## config.mk

```make
export PLATFORM = sky130hd
export DESIGN_NAME = multicycle_control
export DESIGN_NICKNAME = d
export VERILOG_FILES = /design/src/rtl/mips_ctrl_pkg.sv /design/src/rtl/multicycle_out_decode.sv /design/src/rtl/multicycle_control.sv
export SDC_FILE = /design/constraint.sdc
export NUM_CORES = 1
export LEC_CHECK = 0
export CAP_MARGIN = 20
export CORE_UTILIZATION = 45
export DETAILED_ROUTE_END_ITERATION = 7
export GPL_TIMING_DRIVEN = 0
export PLACE_DENSITY = 0.75
export RECOVER_POWER = 25
export SYNTH_ARGS = -nofsm -noshare
export SYNTH_HDL_FRONTEND = slang
export SYNTH_SLANG_ARGS = --single-unit
```

## constraint.sdc

```tcl
create_clock -name clk -period 3 [get_ports clk]
set_clock_uncertainty 0.2 [all_clocks]
set_input_delay 0.6 -clock clk [delete_from_list [all_inputs] [get_ports clk]]
set_output_delay 0.6 -clock clk [all_outputs]
set_load 0.05 [all_outputs]
```

## src/rtl/mips_ctrl_pkg.sv

```systemverilog
// Shared MIPS control definitions: opcodes, multi-cycle FSM state encodings and
// datapath select codes, used by both the single-cycle decoder and the multi-cycle FSM.
package mips_ctrl_pkg;

    localparam logic [5:0] OP_RTYPE = 6'b000000;
    localparam logic [5:0] OP_BEQ   = 6'b000100;
    localparam logic [5:0] OP_BNE   = 6'b000101;
    localparam logic [5:0] OP_LW    = 6'b100011;
    localparam logic [5:0] OP_SW    = 6'b101011;
    localparam logic [5:0] OP_ADDI  = 6'b001000;
    localparam logic [5:0] OP_LUI   = 6'b001111;
    localparam logic [5:0] OP_J     = 6'b000010;

    localparam logic [1:0] ALUOP_FUNCT = 2'b00;
    localparam logic [1:0] ALUOP_SUB   = 2'b01;
    localparam logic [1:0] ALUOP_ADD   = 2'b10;
    localparam logic [1:0] ALUOP_LUI   = 2'b11;

    localparam logic [1:0] SRCB_B      = 2'b00;
    localparam logic [1:0] SRCB_FOUR   = 2'b01;
    localparam logic [1:0] SRCB_IMM    = 2'b10;
    localparam logic [1:0] SRCB_IMM_SH = 2'b11;

    localparam logic [1:0] PCSRC_ALU    = 2'b00;
    localparam logic [1:0] PCSRC_ALUOUT = 2'b01;
    localparam logic [1:0] PCSRC_JUMP   = 2'b10;

    typedef enum logic [3:0] {
        S_FETCH    = 4'd0,
        S_DECODE   = 4'd1,
        S_MEM_ADDR = 4'd2,
        S_MEM_RD   = 4'd3,
        S_MEM_WB   = 4'd4,
        S_MEM_WR   = 4'd5,
        S_R_EXEC   = 4'd6,
        S_R_WB     = 4'd7,
        S_I_EXEC   = 4'd8,
        S_I_WB     = 4'd9,
        S_BRANCH   = 4'd10,
        S_JUMP     = 4'd11
    } state_e;

    typedef struct packed {
        logic       pc_write;
        logic       i_or_d;
        logic       mem_read;
        logic       mem_write;
        logic       ir_write;
        logic       mem_to_reg;
        logic       reg_dst;
        logic       reg_write;
        logic       alu_src_a;
        logic [1:0] alu_src_b;
        logic [1:0] alu_op;
        logic [1:0] pc_source;
        logic       instr_done;
        logic       illegal_op;
    } ctrl_t;

    function automatic logic is_legal_op(input logic [5:0] op);
        return (op == OP_RTYPE) || (op == OP_BEQ) || (op == OP_BNE) || (op == OP_LW) ||
               (op == OP_SW) || (op == OP_ADDI) || (op == OP_LUI) || (op == OP_J);
    endfunction

endpackage

```

## src/rtl/multicycle_out_decode.sv

```systemverilog
// Moore output decode for the multi-cycle FSM: state (+ latched opcode, zero flag
// and memory-ready qualifier) to datapath enables and mux selects.
module multicycle_out_decode
    import mips_ctrl_pkg::*;
(
    input  state_e      state_i,
    input  logic [5:0]  op_q_i,
    input  logic [5:0]  opcode_i,
    input  logic        zero_i,
    input  logic        mem_ok_i,
    output ctrl_t       ctrl_o
);

    always_comb begin
        ctrl_o = '0;
        case (state_i)
            S_FETCH: begin
                ctrl_o.mem_read  = 1'b1;
                ctrl_o.ir_write  = mem_ok_i;
                ctrl_o.pc_write  = mem_ok_i;
                ctrl_o.alu_src_b = SRCB_FOUR;
                ctrl_o.alu_op    = ALUOP_ADD;
                ctrl_o.pc_source = PCSRC_ALU;
            end
            S_DECODE: begin
                // op_q is not loaded yet, so the illegal check looks at the live IR field
                ctrl_o.alu_src_b  = SRCB_IMM_SH;
                ctrl_o.alu_op     = ALUOP_ADD;
                ctrl_o.illegal_op = !is_legal_op(opcode_i);
            end
            S_MEM_ADDR: begin
                ctrl_o.alu_src_a = 1'b1;
                ctrl_o.alu_src_b = SRCB_IMM;
                ctrl_o.alu_op    = ALUOP_ADD;
            end
            S_MEM_RD: begin
                ctrl_o.mem_read = 1'b1;
                ctrl_o.i_or_d   = 1'b1;
            end
            S_MEM_WB: begin
                ctrl_o.reg_write  = 1'b1;
                ctrl_o.mem_to_reg = 1'b1;
                ctrl_o.instr_done = 1'b1;
            end
            S_MEM_WR: begin
                ctrl_o.mem_write  = 1'b1;
                ctrl_o.i_or_d     = 1'b1;
                ctrl_o.instr_done = mem_ok_i;
            end
            S_R_EXEC: begin
                ctrl_o.alu_src_a = 1'b1;
                ctrl_o.alu_src_b = SRCB_B;
                ctrl_o.alu_op    = ALUOP_FUNCT;
            end
            S_R_WB: begin
                ctrl_o.reg_write  = 1'b1;
                ctrl_o.reg_dst    = 1'b1;
                ctrl_o.instr_done = 1'b1;
            end
            S_I_EXEC: begin
                ctrl_o.alu_src_a = 1'b1;
                ctrl_o.alu_src_b = SRCB_IMM;
                ctrl_o.alu_op    = (op_q_i == OP_LUI) ? ALUOP_LUI : ALUOP_ADD;
            end
            S_I_WB: begin
                ctrl_o.reg_write  = 1'b1;
                ctrl_o.instr_done = 1'b1;
            end
            S_BRANCH: begin
                ctrl_o.alu_src_a  = 1'b1;
                ctrl_o.alu_src_b  = SRCB_B;
                ctrl_o.alu_op     = ALUOP_SUB;
                ctrl_o.pc_source  = PCSRC_ALUOUT;
                ctrl_o.pc_write   = (op_q_i == OP_BEQ) ? zero_i : !zero_i;
                ctrl_o.instr_done = 1'b1;
            end
            S_JUMP: begin
                ctrl_o.pc_write   = 1'b1;
                ctrl_o.pc_source  = PCSRC_JUMP;
                ctrl_o.instr_done = 1'b1;
            end
            default: ctrl_o = '0;
        endcase
    end

endmodule

```

## src/rtl/multicycle_control.sv

```systemverilog
// Multi-cycle MIPS control FSM: state register, latched opcode, next-state logic,
// retired-instruction counter and reset gating of all datapath controls.
module multicycle_control
    import mips_ctrl_pkg::*;
#(
    parameter int MEM_HANDSHAKE = 1,
    parameter int CNT_W         = 16
) (
    input  logic             clk,
    input  logic             rst_n,
    input  logic [5:0]       opcode,
    input  logic             zero,
    input  logic             mem_ready,
    output logic             pc_write,
    output logic             i_or_d,
    output logic             mem_read,
    output logic             mem_write,
    output logic             ir_write,
    output logic             mem_to_reg,
    output logic             reg_dst,
    output logic             reg_write,
    output logic             alu_src_a,
    output logic [1:0]       alu_src_b,
    output logic [1:0]       alu_op,
    output logic [1:0]       pc_source,
    output logic             instr_done,
    output logic             illegal_op,
    output logic [CNT_W-1:0] retired_cnt
);

    state_e           state_q, state_d;
    logic [5:0]       op_q, op_d;
    logic [CNT_W-1:0] cnt_q, cnt_d;
    logic             mem_ok;
    ctrl_t            ctrl, ctrl_g;

    assign mem_ok = (MEM_HANDSHAKE == 0) || mem_ready;

    multicycle_out_decode u_out_decode (
        .state_i  (state_q),
        .op_q_i   (op_q),
        .opcode_i (opcode),
        .zero_i   (zero),
        .mem_ok_i (mem_ok),
        .ctrl_o   (ctrl)
    );

    always_ff @(posedge clk) begin
        if (!rst_n) begin
            state_q <= S_FETCH;
            op_q    <= '0;
            cnt_q   <= '0;
        end else begin
            state_q <= state_d;
            op_q    <= op_d;
            cnt_q   <= cnt_d;
        end
    end

    always_comb begin
        state_d = S_FETCH;
        op_d    = op_q;
        cnt_d   = cnt_q + CNT_W'(ctrl.instr_done);
        case (state_q)
            S_FETCH:    state_d = mem_ok ? S_DECODE : S_FETCH;
            S_DECODE: begin
                op_d = opcode;
                case (opcode)
                    OP_LW, OP_SW:     state_d = S_MEM_ADDR;
                    OP_RTYPE:         state_d = S_R_EXEC;
                    OP_ADDI, OP_LUI:  state_d = S_I_EXEC;
                    OP_BEQ, OP_BNE:   state_d = S_BRANCH;
                    OP_J:             state_d = S_JUMP;
                    default:          state_d = S_FETCH;
                endcase
            end
            S_MEM_ADDR: state_d = (op_q == OP_SW) ? S_MEM_WR : S_MEM_RD;
            S_MEM_RD:   state_d = mem_ok ? S_MEM_WB : S_MEM_RD;
            S_MEM_WR:   state_d = mem_ok ? S_FETCH : S_MEM_WR;
            S_R_EXEC:   state_d = S_R_WB;
            S_I_EXEC:   state_d = S_I_WB;
            default:    state_d = S_FETCH;
        endcase
    end

    // Reset must kill every write strobe in the same cycle it is asserted
    assign ctrl_g      = rst_n ? ctrl : '0;

    assign pc_write    = ctrl_g.pc_write;
    assign i_or_d      = ctrl_g.i_or_d;
    assign mem_read    = ctrl_g.mem_read;
    assign mem_write   = ctrl_g.mem_write;
    assign ir_write    = ctrl_g.ir_write;
    assign mem_to_reg  = ctrl_g.mem_to_reg;
    assign reg_dst     = ctrl_g.reg_dst;
    assign reg_write   = ctrl_g.reg_write;
    assign alu_src_a   = ctrl_g.alu_src_a;
    assign alu_src_b   = ctrl_g.alu_src_b;
    assign alu_op      = ctrl_g.alu_op;
    assign pc_source   = ctrl_g.pc_source;
    assign instr_done  = ctrl_g.instr_done;
    assign illegal_op  = ctrl_g.illegal_op;
    assign retired_cnt = cnt_q;

endmodule

```

==> metrics.csv, run 1 <==
stage,metric,value,unit
run_status,status,completed,
critical_path,worst-path cell chain,"clkdlybuf4s50_1, nand4b_1, a2bb2oi_1, nor4b_2, clkbuf_4",
finish,area of the multi-input gates,1016,µm²
routing,DRT iter0 DRCs,73,
critical_path,critical path launch point type,input port,
routing,total wire length,3790,µm
power_and_ir_drop,switching pwr,187.2,µW
logic_synthesis,#FFs+latches synth,26,
routing,Pre-antenna DRT Iters,4,
critical_path,CP top delay family,buffers and inverters,
global_routing,grt met3 use,0.03571,
global_routing,grt total ovfl,0,
routing,Vias,1634,
placed_design,I/O Buffers,41,
floorplan,Die Y,61.21,µm
floorplan,Core ar.,3337,µm²
sta,fin crit share,0.9612,
power_and_ir_drop,Max VDD drop,283.7,µV
sta,Max Slew Vio Count,0,
critical_path,worst reg2reg setup slack,0.22,ns
logic_synthesis,dominant cell type by area after synthesis,dfxtp_1,
routing,routed len/inst,12.76,µm
critical_path,CP Class,in2out,
logic_synthesis,Post-synth EDFFs,0,
critical_path,CP Capture Type,output pin,
global_routing,gr usage total,0.2181,
worst_hold_path,Hold Crit Class,reg2reg,
clock_tree,Root Buffer,clkbuf_4,
placed_design,Placed Cells,294,
logic_synthesis,Yosys warnings,0,
power_and_ir_drop,PwrDens,339.5,nW/µm²
routing,post-route ant nets,0,
worst_hold_path,hold path endpoint,retired_cnt[15]$_SDFF_PN0_,
floorplan,DIE AREA,3747,µm²
power_and_ir_drop,Logic pwr share,0.166,
global_routing,pin count of the biggest net entering global routing,16,
critical_path,FF-to-FF path depth,10,
sta,Least-Margin Pin Slew,0.6469,ns
finish,filler instances,329,
global_routing,vias in the first global route,1396,
critical_path,reg2reg end,retired_cnt[14]$_SDFF_PN0_,
logic_synthesis,Synth cell types,49,
sta,RSZ-0062 raised after global routing,no,
critical_path,Worst Path Max Fanout,7,
critical_path,CP peak stage delay,0.58,ns
clock_tree,CTS max path bufs,2,
clock_tree,H-Tree Depth,1,
logic_synthesis,asr flop ratio synth,0,
sta,Peak Freq,0.3468,GHz
clock_tree,CTS tree,yes,
finish,sequential cell area,520.5,µm²
global_routing,met1 global-route usage,0.3067,
global_routing,first-pass GRT wire length,6210,µm
floorplan,Initial Utilization,0.4728,
power_and_ir_drop,total internal power,526.0,µW
placed_design,gpl congestion,0.9367,
logic_synthesis,Mapped Cells,207,
sta,worst rel slew slack,0.5654,
clock_tree,clock net sink count,26,
finish,post-route insts no fill,297,
sta,hold slack,0.2849,ns
critical_path,Worst EP required,2.20,ns
finish,layout cell share with drive strength beyond 1,0.1394,
critical_path,Critical path buffers and inverters,2,
routing,vias per cell,5.502,
clock_tree,clock slew seen by the registers of the worst setup and hold paths,0.14,ns
finish,Area Growth Syn to Fin,33.15,%
global_routing,initial antenna violation count,0,
global_routing,met2 Use GR,0.3587,
logic_synthesis,sequential area share after synthesis,0.3299,
logic_synthesis,"Top FF cell, synth",dfxtp_1,
power_and_ir_drop,Clk pwr share,0.336,
flow_run,max-cap viol count,0,
placed_design,Placement Setup Slack,-0.8460,ns
finish,Final #Nets,264,
floorplan,Die W,61.21,µm
placed_design,dpl hpwl,2896,µm
logic_synthesis,Syn Area/Cell,7.622,µm²
floorplan,# IOs,43,
sta,crit path time final,2.884,ns
logic_synthesis,post-synth top area share,0.3299,
worst_hold_path,Min-Delay Path Depth,2,
power_and_ir_drop,Switching Fraction,0.2625,
critical_path,R2R Path Start,state_q[3]$_SDFF_PN0_,
sta,Final Hold Vio Count,0,
floorplan,num rows,21,
clock_tree,worst-skew pair later-pin latency,0.32,ns
logic_synthesis,Post-Syn Area,1578,µm²
finish,diode count,0,
clock_tree,cts bufs inserted,3,
worst_hold_path,Min-Delay Startpoint,retired_cnt[15]$_SDFF_PN0_,
logic_synthesis,most area-consuming cells after synthesis,"dfxtp_1 33%, a21oi_1 6.3%, nand2_1 5.7%",
global_routing,GR peak layer,met2,
finish,Layout Utilization,0.6295,
power_and_ir_drop,Seq pwr share,0.498,
logic_synthesis,"count leader, synth",dfxtp_1,
critical_path,"Slowest-stage cell, CP",clkdlybuf4s50_1,
logic_synthesis,Mapped Nets,219,
sta,final worst slack,0.1163,ns
routing,post-route DRC violation count,0,
critical_path,data arrival time of the critical path,2.08,ns
power_and_ir_drop,static leakage,0.0007651,µW
sta,Final setup viols,0,
logic_synthesis,synth cell count leaders,"26 x dfxtp_1, 24 x nand2_1, 24 x nor2_1",
## flip-flops by register name, indices dropped and copies added (netlist names)
name,cells
retired_cnt,16
state_q,4
op_q,6
## per-stage QoR
stage / instance area (µm²) / setup TNS [ns] / total power [µW]
3_3_place_gp: 2069 / -11.30 / 486.2
2_1_floorplan: 1602 / -0.2935 / 444.2
3_5_place_dp: 2069 / -11.56 / 486.2
5_1_grt: 2101 / 0 / 748.4
6_report: 2101 / 0 / 713.1
4_1_cts: 2120 / 0 / 719.2
## power groups by stage
stage / registers (µW) / clock network (µW) / logic, µW
after floorplan: 363 / 0 / 81.2
after global routing: 357 / 264 / 128
after global placement: 363 / 0 / 124
after CTS: 355 / 245 / 119
final: 355 / 240 / 118
after detailed placement: 363 / 0 / 123
## timing repair
action | CTS | global route
hold buffers | 0 | 0
setup endpoints to repair | 19 | 12
cloned | 0 | 0
resized for setup | 44 | 16
setup buffers | 0 | 0
endpoints found under the hold margin | 0 | 0
## worst reg2reg max path, cell delays in order (launching register included)
cell and delay, ns:
dfxtp_1 0.33, buf_2 0.19, nand2b_2 0.21, o21ai_0 0.13, a221oi_2 0.28, ha_1 0.23
ha_1 0.18, and2_2 0.23, nand3_4 0.10, or4_1 0.51, a21oi_1 0.14
## area by class of cell
| cell class | instances | area share |
|---|---|---|
| Multi-Input combinational cell | 165 | 0.4836 |
| Sequential cell | 26 | 0.2478 |
| Timing Repair Buffer | 41 | 0.1834 |
| Tap cell | 46 | 0.02740 |
| Buffer | 10 | 0.02382 |
| Clock inverter | 1 | 0.01429 |
| Clock buffer | 3 | 0.01072 |
| Inverter | 5 | 0.008934 |
## placed cells by master (no fill, tap or decap), types with 3 or more instances in the layout
cell             instances
clkdlybuf4s50_1         21
mux2i_1                  4
nand2_1                 24
nand2b_1                 5
clkbuf_2                 6
nand4_1                  5
buf_2                    6
nand3_1                  8
clkdlybuf4s15_2          6
and2_1                   3
nor3_1                  10
clkbuf_4                 4
a21oi_1                 20
dfxtp_1                 26
xor2_1                   6
nor2_1                  24
nor4_1                   3
dlygate4sd2_1            6
o21ai_0                  4
inv_1                    5
or3_1                    4
xnor2_1                  6
## layer usage
| metal | vias to the layer above | part of all wire |
|---|---|---|
| met5 | - | 0 |
| li1 | 832 | - |
| met3 | 4 | 0.045 |
| met1 | 750 | 0.48 |
| met2 | 48 | 0.46 |
| met4 | 0 | 0.011 |
## cell families after synthesis
kind of cell,Yosys count,synth area share
buffers and inverters,16,0.04441
flip-flops,26,0.3299
adder cells (fa/ha/maj),2,0.01586
XOR/XNOR,12,0.06661
multiplexers,4,0.02538
AO/OA/AOI/OAI,42,0.1681
AND/OR/NAND/NOR,105,0.3497
## how the worst max path moves through the flow
stage | endpoint | start | cells after the start | slack, ns
final | illegal_op | opcode[2] | 5 | 0.12
after floorplan | mem_to_reg | rst_n | 4 | -0.15
after CTS | illegal_op | opcode[2] | 5 | 0.005
after detailed placement | mem_write | rst_n | 6 | -0.85
after global routing | illegal_op | opcode[2] | 5 | 0.01
after global placement | i_or_d | rst_n | 6 | -0.80
Note: power is estimated with default switching activity, not from simulation.
==> run 2, diff against run 1 <==
--- a/config.mk
+++ b/config.mk
@@ -6,6 +6,7 @@
 export NUM_CORES = 1
 export LEC_CHECK = 0
 export CAP_MARGIN = 20
+export CORE_MARGIN = 2
 export CORE_UTILIZATION = 45
 export DETAILED_ROUTE_END_ITERATION = 7
 export GPL_TIMING_DRIVEN = 0
==> constraint.sdc (replaced) <==
create_clock -name clk -period 3.65 [get_ports clk]
set_clock_uncertainty 0.2 [all_clocks]
set_input_delay 0.73 -clock clk [delete_from_list [all_inputs] [get_ports clk]]
set_output_delay 0.73 -clock clk [all_outputs]
set_load 0.05 [all_outputs]
==> run 2 against run 1 <==
Utilization down 0.42 points; combinational power down 18%; sequential power down 18%; count of clock-buffer cells in the layout unchanged; cell count up 0.34%; die area up 6.6%; worst hold slack worse by 0.0015 ns; register-to-register slack better by 0.49 ns; largest power group unchanged.
==> metrics.csv, run 2 (same netlist as run 1, synthesis figures left out) <==
stage,metric,value,unit
run_status,status,completed,
finish,most frequent cells in the layout,"26 x dfxtp_1, 24 x nand2_1, 24 x nor2_1, 22 x clkdlybuf4s50_1, 20 x a21oi_1",
clock_tree,CTS max path bufs,2,
clock_tree,Hold Buf Count CTS,0,
critical_path,critical path launch point type,input port,
placed_design,I/O Buffers,41,
finish,layout cell share with drive strength beyond 1,0.08730,
sta,hold slack,0.2835,ns
sta,Final setup viols,0,
finish,Area Growth Syn to Fin,33.31,%
routing,post-route ant nets,0,
global_routing,met2 Use GR,0.3418,
sta,RSZ-0062 raised after global routing,no,
finish,diode count,0,
sta,worst rel slew slack,0.5288,
routing,Pre-antenna DRT Iters,4,
clock_tree,"Setup Fix Bufs, Post-CTS",0,
routing,DRT iter0 DRCs,126,
power_and_ir_drop,static leakage,0.0007528,µW
finish,Final #Nets,265,
critical_path,Worst Path Max Fanout,10,
floorplan,Die W,63.21,µm
routing,post-route DRC violation count,0,
global_routing,vias in the first global route,1455,
placed_design,dpl hpwl,2974,µm
finish,filler instances,358,
critical_path,CP peak stage delay,0.48,ns
power_and_ir_drop,PwrDens,279.0,nW/µm²
worst_hold_path,Hold Crit Class,reg2reg,
global_routing,grt total ovfl,0,
finish,Largest register FFs,16,
routing,routed len/inst,13.37,µm
power_and_ir_drop,"Power, Total",586.7,µW
routing,vias per cell,5.396,
global_routing,first-pass GRT wire length,6748,µm
global_routing,gr usage total,0.2067,
finish,"most common cell after layout, fill and taps aside",dfxtp_1,
sta,Final Hold Vio Count,0,
critical_path,worst-path cell chain,"clkdlybuf4s50_1, clkbuf_2, inv_1, or2_2, nor3_1, clkdlybuf4s15_2",
floorplan,num rows,21,
clock_tree,clock slew seen by the registers of the worst setup and hold paths,0.14,ns
global_routing,pin count of the biggest net entering global routing,16,
floorplan,DIE AREA,3996,µm²
sta,Peak Freq,0.2831,GHz
critical_path,CP Capture Type,output pin,
sta,fin crit share,0.9676,
floorplan,Initial Utilization,0.4691,
clock_tree,Root Buffer,clkbuf_4,
global_routing,met1 global-route usage,0.2854,
critical_path,CP top delay family,buffers and inverters,
critical_path,"Slowest-stage cell, CP",clkdlybuf4s50_1,
power_and_ir_drop,Max VDD drop,173.5,µV
clock_tree,clock net sink count,26,
floorplan,Core ar.,3363,µm²
clock_tree,worst-skew pair later-pin latency,0.32,ns
routing,Vias,1608,
floorplan,# IOs,43,
routing,total wire length,3983,µm
critical_path,Critical path buffers and inverters,4,
placed_design,gpl congestion,0.8747,
global_routing,GR peak layer,met2,
clock_tree,H-Tree Depth,1,
critical_path,CP Class,in2out,
critical_path,data arrival time of the critical path,2.60,ns
global_routing,grt met3 use,0.02321,
sta,crit path time final,3.532,ns
clock_tree,CTS tree,yes,
clock_tree,cts bufs inserted,3,
global_routing,initial antenna violation count,0,
floorplan,Die Y,63.21,µm
sta,Max Slew Vio Count,0,
sta,Least-Margin Pin Slew,0.7014,ns
flow_run,max-cap viol count,0,
critical_path,Worst EP required,2.72,ns
run 2: changes by cell type in the layout (fill, tap and decap cells not counted), sizes merged:
cell	change
dlygate4sd2	+2
clkbuf	-5
dlygate4sd3	+3
dlymetal6s2s	-1
clkdlybuf4s15	+1
clkdlybuf4s50	+1
run 2: metrics by stage:
stage          cells  setup TNS, ns  utilization  instance area [µm²]  setup slack (ns)
2_1_floorplan    207              0            -                 1590            0.2432
3_3_place_gp     294         -3.526       0.6120                 2058           -0.4717
3_5_place_dp     294         -3.651       0.6120                 2058           -0.4547
4_1_cts          298              0       0.6269                 2108            0.1508
5_1_grt          298              0       0.6254                 2103           0.02754
6_report         298              0       0.6254                 2103            0.1181
run 2: routing by layer:
metal | share of wire | wire, µm
met3 | 0.039 | 157
met2 | 0.45 | 1782
met1 | 0.50 | 1999
met5 | 0 | 0
met4 | 0.011 | 44
run 2: final timing paths:
kind / cells past startpoint / slack (ns) / start / to
min: 2 / 0.28 / op_q[0]$_SDFFE_PN0P_ / op_q[0]$_SDFFE_PN0P_
max: 6 / 0.12 / rst_n / mem_to_reg
max reg2reg: 10 / 0.71 / state_q[3]$_SDFF_PN0_ / retired_cnt[14]$_SDFF_PN0_
min reg2reg: 2 / 0.28 / op_q[0]$_SDFFE_PN0P_ / op_q[0]$_SDFFE_PN0P_
run 2: tightest hold or removal path: cells and delay by family, from the launching register on:
kind	cells	cell delay, ns
AOI/OAI and AO/OA	1	0.05
DFF	1	0.35
and+or+nand+nor	1	0.05
run 2: timing repair:
item | 4_1_cts | 5_1_grt
endpoints found under the hold margin | 0 | 0
resized for setup | 31 | 0
endpoints found under the setup margin | 15 | 0
run 2: cell type report:
| class | count | area (µm²) | share of cell area |
|---|---|---|---|
| inverters | 5 | 18.77 | 0.008923 |
| clock buffers | 3 | 22.52 | 0.01071 |
| flip-flops and latches | 26 | 520.5 | 0.2475 |
| multi-input cells | 165 | 994.7 | 0.4729 |
| well taps | 46 | 57.56 | 0.02736 |
| clock inverters | 1 | 30.03 | 0.01428 |
| plain buffers | 11 | 52.55 | 0.02499 |
| repair buffers | 41 | 406.6 | 0.1933 |
run 2: report_power, final:
part / switching (µW) / internal, µW
sequential: 3.39 / 289
combinational: 63.8 / 32.4
clock: 87.1 / 111
==> run 3, diff against run 2 <==
--- a/config.mk
+++ b/config.mk
@@ -8,6 +8,7 @@
 export CAP_MARGIN = 20
 export CORE_MARGIN = 2
 export CORE_UTILIZATION = 45
+export CTS_CLUSTER_DIAMETER = 40
 export DETAILED_ROUTE_END_ITERATION = 7
 export GPL_TIMING_DRIVEN = 0
 export PLACE_DENSITY = 0.75
==> results of run 3 <==
Final layout, timing and power as in run 2 (identical DEF).
